### src/rtl/trng_pkg.sv
// Shared constants for the TRNG entropy conditioner: adaptive-proportion test window and limits,
// plus the FIFO pointer-width helper.
package trng_pkg;

    localparam int unsigned APT_WINDOW = 64;
    localparam int unsigned APT_HI     = 56;
    localparam int unsigned APT_LO     = 8;

    // One extra wrap bit so full and empty are distinguishable.
    function automatic int unsigned fifo_ptr_width(input int unsigned depth);
        return $clog2(depth) + 1;
    endfunction

endpackage

### src/rtl/trng_conditioner_if.sv
// Raw-sample input, SoC word handshake and health signalling of the TRNG conditioner.
// The master modport is the SoC/source side; the slave modport is the conditioner.
interface trng_conditioner_if #(
    parameter int unsigned TRNG_WIDTH = 8
) ();

    logic                  raw_bit;
    logic                  raw_valid;
    logic                  trng_req;
    logic [TRNG_WIDTH-1:0] trng_word;
    logic                  trng_valid;
    logic                  health_fail;
    logic                  clear_fail;

    modport master (
        output raw_bit, raw_valid, trng_req, clear_fail,
        input  trng_word, trng_valid, health_fail
    );

    modport slave (
        input  raw_bit, raw_valid, trng_req, clear_fail,
        output trng_word, trng_valid, health_fail
    );

endinterface

### src/rtl/trng_word_fifo.sv
// Synchronous word FIFO with flush. A push into a full FIFO is dropped unless a pop
// happens in the same cycle.
module trng_word_fifo
    import trng_pkg::*;
#(
    parameter int unsigned TRNG_WIDTH = 8,
    parameter int unsigned FIFO_DEPTH = 4
) (
    input  logic                  clk,
    input  logic                  resetn,
    input  logic                  push,
    input  logic [TRNG_WIDTH-1:0] push_data,
    input  logic                  pop,
    input  logic                  flush,
    output logic [TRNG_WIDTH-1:0] head,
    output logic                  empty,
    output logic                  full
);

    localparam int unsigned PW = fifo_ptr_width(FIFO_DEPTH);
    localparam int unsigned AW = PW - 1;

    logic [PW-1:0]         wr_ptr_q, rd_ptr_q;
    logic [TRNG_WIDTH-1:0] mem_q [FIFO_DEPTH];
    logic                  do_push, do_pop;

    assign empty   = (wr_ptr_q == rd_ptr_q);
    assign full    = (wr_ptr_q[AW] != rd_ptr_q[AW]) && (wr_ptr_q[AW-1:0] == rd_ptr_q[AW-1:0]);
    assign do_pop  = pop && !empty;
    assign do_push = push && (!full || do_pop);
    assign head    = mem_q[rd_ptr_q[AW-1:0]];

    always_ff @(posedge clk or negedge resetn) begin
        if (!resetn) begin
            wr_ptr_q <= '0;
            rd_ptr_q <= '0;
        end else if (flush) begin
            wr_ptr_q <= '0;
            rd_ptr_q <= '0;
        end else begin
            if (do_push) wr_ptr_q <= wr_ptr_q + PW'(1);
            if (do_pop)  rd_ptr_q <= rd_ptr_q + PW'(1);
        end
    end

    always_ff @(posedge clk) begin
        if (do_push && !flush) mem_q[wr_ptr_q[AW-1:0]] <= push_data;
    end

endmodule

### src/rtl/trng_conditioner.sv
// Entropy front-end: von Neumann debiasing, repetition-count health test, LSB-first word packing,
// word FIFO and registered SoC handshake. Define TRNG_APT_EN to add the adaptive-proportion test.
module trng_conditioner
    import trng_pkg::*;
#(
    parameter int unsigned TRNG_WIDTH = 8,
    parameter int unsigned FIFO_DEPTH = 4,
    parameter int unsigned RCT_CUTOFF = 32
) (
    input logic               clk,
    input logic               resetn,
    trng_conditioner_if.slave bus
);

    localparam int unsigned CW  = $clog2(RCT_CUTOFF + 1);
    localparam int unsigned PCW = $clog2(TRNG_WIDTH + 1);

    logic                  prev_bit_q;
    logic [CW-1:0]         rct_cnt_q, rct_cnt_d;
    logic                  rct_fire, apt_fire, fail_event;
    logic                  health_fail_q, health_fail_d;
    logic                  pair_full_q, pair_full_d, pair_bit_q, pair_bit_d;
    logic [TRNG_WIDTH-1:0] pack_q, pack_d, shifted, push_word;
    logic [PCW-1:0]        pack_cnt_q, pack_cnt_d;
    logic                  push, pop, fifo_empty, fifo_full;
    logic [TRNG_WIDTH-1:0] fifo_head, trng_word_q;
    logic                  trng_valid_q;

    // A zero count means no previous sample since reset/clear, so the next sample starts a run.
    always_comb begin
        rct_cnt_d = rct_cnt_q;
        if (bus.raw_valid) begin
            if (rct_cnt_q == '0 || bus.raw_bit != prev_bit_q) rct_cnt_d = CW'(1);
            else if (rct_cnt_q != CW'(RCT_CUTOFF))            rct_cnt_d = rct_cnt_q + CW'(1);
        end
    end

    assign rct_fire = bus.raw_valid && (rct_cnt_d == CW'(RCT_CUTOFF));

`ifdef TRNG_APT_EN
    localparam int unsigned AWW = $clog2(APT_WINDOW);
    localparam int unsigned AOW = AWW + 1;

    logic [AWW-1:0] apt_win_q;
    logic [AOW-1:0] apt_ones_q, apt_ones_next;

    assign apt_ones_next = apt_ones_q + {{AWW{1'b0}}, bus.raw_bit};
    assign apt_fire      = bus.raw_valid && (apt_win_q == AWW'(APT_WINDOW - 1)) &&
                           (apt_ones_next >= AOW'(APT_HI) || apt_ones_next <= AOW'(APT_LO));

    always_ff @(posedge clk or negedge resetn) begin
        if (!resetn) begin
            apt_win_q  <= '0;
            apt_ones_q <= '0;
        end else if (bus.clear_fail && !fail_event) begin
            apt_win_q  <= '0;
            apt_ones_q <= '0;
        end else if (bus.raw_valid) begin
            if (apt_win_q == AWW'(APT_WINDOW - 1)) begin
                apt_win_q  <= '0;
                apt_ones_q <= '0;
            end else begin
                apt_win_q  <= apt_win_q + AWW'(1);
                apt_ones_q <= apt_ones_next;
            end
        end
    end
`else
    assign apt_fire = 1'b0;
`endif

    assign fail_event = rct_fire || apt_fire;
    assign shifted    = {pair_bit_q, pack_q[TRNG_WIDTH-1:1]};

    always_comb begin
        pair_full_d   = pair_full_q;
        pair_bit_d    = pair_bit_q;
        pack_d        = pack_q;
        pack_cnt_d    = pack_cnt_q;
        push          = 1'b0;
        push_word     = shifted;
        health_fail_d = health_fail_q;
        if (fail_event) health_fail_d = 1'b1;
        else if (bus.clear_fail) health_fail_d = 1'b0;

        if (fail_event || bus.clear_fail) begin
            pair_full_d = 1'b0;
            pack_d      = '0;
            pack_cnt_d  = '0;
        end else if (bus.raw_valid && !health_fail_q) begin
            if (!pair_full_q) begin
                pair_full_d = 1'b1;
                pair_bit_d  = bus.raw_bit;
            end else begin
                pair_full_d = 1'b0;
                if (pair_bit_q != bus.raw_bit) begin
                    if (pack_cnt_q == PCW'(TRNG_WIDTH - 1)) begin
                        push       = 1'b1;
                        pack_d     = '0;
                        pack_cnt_d = '0;
                    end else begin
                        pack_d     = shifted;
                        pack_cnt_d = pack_cnt_q + PCW'(1);
                    end
                end
            end
        end
    end

    // No pop on the failure cycle: the FIFO is being flushed.
    assign pop = bus.trng_req && !fifo_empty && !health_fail_q && !fail_event;

    trng_word_fifo #(
        .TRNG_WIDTH(TRNG_WIDTH),
        .FIFO_DEPTH(FIFO_DEPTH)
    ) u_fifo (
        .clk      (clk),
        .resetn   (resetn),
        .push     (push),
        .push_data(push_word),
        .pop      (pop),
        .flush    (fail_event),
        .head     (fifo_head),
        .empty    (fifo_empty),
        .full     (fifo_full)
    );

    always_ff @(posedge clk or negedge resetn) begin
        if (!resetn) begin
            prev_bit_q    <= 1'b0;
            rct_cnt_q     <= '0;
            health_fail_q <= 1'b0;
            pair_full_q   <= 1'b0;
            pair_bit_q    <= 1'b0;
            pack_q        <= '0;
            pack_cnt_q    <= '0;
            trng_valid_q  <= 1'b0;
            trng_word_q   <= '0;
        end else begin
            if (bus.raw_valid) prev_bit_q <= bus.raw_bit;
            rct_cnt_q     <= (bus.clear_fail && !fail_event) ? '0 : rct_cnt_d;
            health_fail_q <= health_fail_d;
            pair_full_q   <= pair_full_d;
            pair_bit_q    <= pair_bit_d;
            pack_q        <= pack_d;
            pack_cnt_q    <= pack_cnt_d;
            trng_valid_q  <= pop;
            if (pop) trng_word_q <= fifo_head;
        end
    end

    assign bus.trng_word   = trng_word_q;
    assign bus.trng_valid  = trng_valid_q;
    assign bus.health_fail = health_fail_q;

endmodule
### src/flat_wrapper.sv
// flat-port wrapper written by rule: the top's interface ports become plain ports
module trng_conditioner_flat import trng_pkg::*;
#(
    parameter int unsigned TRNG_WIDTH = 8,
    parameter int unsigned FIFO_DEPTH = 4,
    parameter int unsigned RCT_CUTOFF = 32
)
  (clk, resetn, bus_raw_bit, bus_raw_valid, bus_trng_req, bus_clear_fail, bus_trng_word, bus_trng_valid, bus_health_fail);
  trng_conditioner_if #(.TRNG_WIDTH(TRNG_WIDTH)) bus_i ();
  input logic clk;
  input logic resetn;
  input wire logic [$bits(bus_i.raw_bit)-1:0] bus_raw_bit;
  input wire logic [$bits(bus_i.raw_valid)-1:0] bus_raw_valid;
  input wire logic [$bits(bus_i.trng_req)-1:0] bus_trng_req;
  input wire logic [$bits(bus_i.clear_fail)-1:0] bus_clear_fail;
  output wire logic [$bits(bus_i.trng_word)-1:0] bus_trng_word;
  output wire logic [$bits(bus_i.trng_valid)-1:0] bus_trng_valid;
  output wire logic [$bits(bus_i.health_fail)-1:0] bus_health_fail;
  assign bus_i.raw_bit = bus_raw_bit;
  assign bus_i.raw_valid = bus_raw_valid;
  assign bus_i.trng_req = bus_trng_req;
  assign bus_i.clear_fail = bus_clear_fail;
  assign bus_trng_word = bus_i.trng_word;
  assign bus_trng_valid = bus_i.trng_valid;
  assign bus_health_fail = bus_i.health_fail;
  trng_conditioner #(.TRNG_WIDTH(TRNG_WIDTH), .FIFO_DEPTH(FIFO_DEPTH), .RCT_CUTOFF(RCT_CUTOFF)) u_core (.clk(clk), .resetn(resetn), .bus(bus_i));
endmodule
### config.mk
export PLATFORM = sky130hd
export DESIGN_NAME = trng_conditioner_flat
export DESIGN_NICKNAME = d
export VERILOG_FILES = /design/src/rtl/trng_pkg.sv /design/src/rtl/trng_conditioner_if.sv /design/src/rtl/trng_word_fifo.sv /design/src/rtl/trng_conditioner.sv /design/src/flat_wrapper.sv
export SDC_FILE = /design/constraint.sdc
export NUM_CORES = 1
export LEC_CHECK = 0
export CORE_MARGIN = 3
export CORE_UTILIZATION = 30
export DETAILED_ROUTE_END_ITERATION = 8
export SLEW_MARGIN = 40
export SYNTH_ARGS = -nofsm -noshare
export SYNTH_HDL_FRONTEND = slang
export SYNTH_SLANG_ARGS = --single-unit
### constraint.sdc
create_clock -name clk -period 4 [get_ports clk]
set_input_delay 0.8 -clock clk [delete_from_list [all_inputs] [get_ports clk]]
set_output_delay 0.8 -clock clk [all_outputs]
set_load 0.01 [all_outputs]
==> metrics.txt <==
FF/Latch Area=1860 um^2; worst skew pair latency=0.34 ns; Via density=4.78; RSZ-0062 raised after global routing=false; Core Region=10000 um^2; Yosys top cell by area=edfxtp_1; worst hold path type=input port to async pin; Switching Fraction=27.3%; Worst Path Max Fanout=15; Avg Inst Size Synth=13.5 um^2; grt ovf=0; fmax=0.341 GHz; Reg clk slew, reported paths=0.08 ns; required time of the critical path=4.04 ns; Final min period=2.93 ns; row cnt=36; final hold vios=0; Yosys Warn Count=0; Area contributors post-synth=edfxtp_1, dfrtp_1, mux4_2; crit path kind=input port to flop; register area share after synthesis=59.1%; cts hold-fix bufs=0; largest net degree at the start of global routing=37; CTS max path bufs=2; combinational share of power=20.0%; Slew @ Worst Pin=0.645 ns; CTS tree=built; clock buffers created by TritonCTS=9; sequential power share=48.7%; Final HPWL DP=3780 um; die area=11800 um^2; Max transition margin=57.0%; clock root buffer=clkbuf_8; area of the multi-input gates=1210 um^2; EDFF count, synth=32; post-CTS sizing=0; Mapped Cells=234; Net Switching=491 uW; Final Util=36.8%; Starting DRT DRC Count=93; clock skew=0.00787 ns; Final nets=274; Async SR Flop Fraction=52.9%; Total GRT Usage=10.6%; wire per inst=13.9 um; outcome=complete, no violations; CP Capture Type=flop; main flop type after synthesis=dfrtp_1; Pint=1310 uW; Tcrit/Tclk final=73.3%; MaxCap Viol Count=0; number of fill cells=998; FF+latch count, synth=68; Pleak=0.00143 uW; first-pass GRT wire length=9630 um; Mapped Nets=248; commonest cells in the netlist=dfrtp_1, edfxtp_1, a21oi_1, nor2_1, nand2_1; gpl congestion=0.805; DR pass1 iterations=4; startpoint types=input port; Clock Sinks=68; Die Y-Extent=109 um; Initial Utilization=31.5%; H-tree levels=3; Final ANT Viol Nets=0; PwrDens=488 nW/um^2; Via Count=1903; Fin Setup TNS=0 ns; Distinct cells, synth=49; Layout area overhead=16.9%; Clk network pwr share=31.2%; WL final=5520 um; Ports=16; Max IR drop VDD=0.000224 V; Final setup viols=0; Slew Limit Fails=0; total setup buffers inserted after CTS=0; top cell type's share of synthesized area=30.5%; number of port buffers=15; vias in the first global route=1957; CP Data Arrival Time=2.98 ns; Die Wd=109 um; drc violations=0; initial antenna violation count=0; fraction of layout cells with a size suffix above 1=18.9%; Mapped Area=3150 um^2; diode count=0; count leader, synth=dfrtp_1
kinds of logic after synthesis:
kind of cell	synth area share (%)
AO/OA/AOI/OAI	7.94
buffers and inverters	2.62
AND/OR/NAND/NOR	12.4
flip-flops	59.1
adder cells (fa/ha/maj)	3.18
XOR/XNOR	3.57
multiplexers	11.2
metal layers:
layer / track usage, % / wire length [um] / vias to the layer above
met4: 3.07 / 48 / 0
met3: 3.76 / 199 / 6
li1: - / - / 918
met5: 0 / 0 / -
met2: 17.2 / 2720 / 25
met1: 13.4 / 2560 / 954
cell usage in the layout, fill, tap and decap left out, types with 4 or more instances in the layout:
cell type,count
nor2b_1,5
ha_1,8
nor3_1,8
nand2_1,12
buf_4,9
a21oi_1,15
mux2_4,8
clkdlybuf4s50_1,14
nor2_1,15
xnor2_1,8
dfrtp_1,36
nand3_1,7
mux4_2,8
clkbuf_8,9
edfxtp_1,32
nand4_1,4
inv_1,11
through the flow:
step	hold WS, ns	setup WS [ns]	area, um^2	power (uW)	std cells
final	0.410	1.07	3680	1800	398
after global routing	0.441	0.862	3680	1900	398
after CTS	0.422	1.09	3680	1830	398
after detailed placement	0.492	0.723	3480	1260	382
after global placement	0.497	0.746	3480	1250	382
after floorplan	0.476	0.983	3150	1130	234
power by group through the flow:
stage                     registers, uW  clock network [uW]  logic [uW]
final                               876                 561         360
after global placement              894                   0         359
after CTS                           881                 581         366
after floorplan                     853                   0         276
after global routing                891                 613         397
after detailed placement            896                   0         364
cell type report:
cell class	count	area share, %
multi-input combinational	147	32.8
sequential	68	50.5
tap	133	4.52
inverter	11	1.12
timing repair buffer	23	5.64
clock inverter	7	2.04
clock buffer	9	3.36
registers in the layout, summed over array words and instances (netlist names), 3 cells and up:
register,count
u_core.rct_cnt_q,6
u_core.u_fifo.wr_ptr_q,3
u_core.u_fifo.mem_q,32
u_core.pack_cnt_q,4
u_core.pack_q,7
u_core.u_fifo.rd_ptr_q,3
u_core.bus.trng_word,8
worst paths after layout:
kind | cells past startpoint | startpoint | slack (ns) | to
worst max-delay path | 8 | bus_raw_valid | 1.07 | u_core.u_fifo.mem_q[1][3]$_DFFE_PP_
worst min-delay path | 1 | resetn | 0.41 | u_core.bus.trng_word[5]$_DFFE_PN0N_
worst max register to register | 9 | u_core.rct_cnt_q[0]$_DFF_PN0_ | 1.24 | u_core.u_fifo.mem_q[1][3]$_DFFE_PP_
worst min register to register | 1 | u_core.bus.trng_word[1]$_DFFE_PN0N_ | 0.51 | u_core.bus.trng_word[1]$_DFFE_PN0N_
max in group asynchronous | 1 | resetn | 3.25 | u_core.pack_cnt_q[3]$_DFFE_PN0P_
min in group clk | 1 | u_core.bus.trng_word[1]$_DFFE_PN0N_ | 0.51 | u_core.bus.trng_word[1]$_DFFE_PN0N_
critical path, stage by stage:
cell and delay [ns]:
clkdlybuf4s50_1 0.57, and3b_1 0.25, a32o_1 0.21, a41oi_1 0.45, o31ai_4 0.11, buf_4 0.20, nor3_1 0.18, buf_4 0.21
Note: power is estimated with default switching activity, not from simulation.
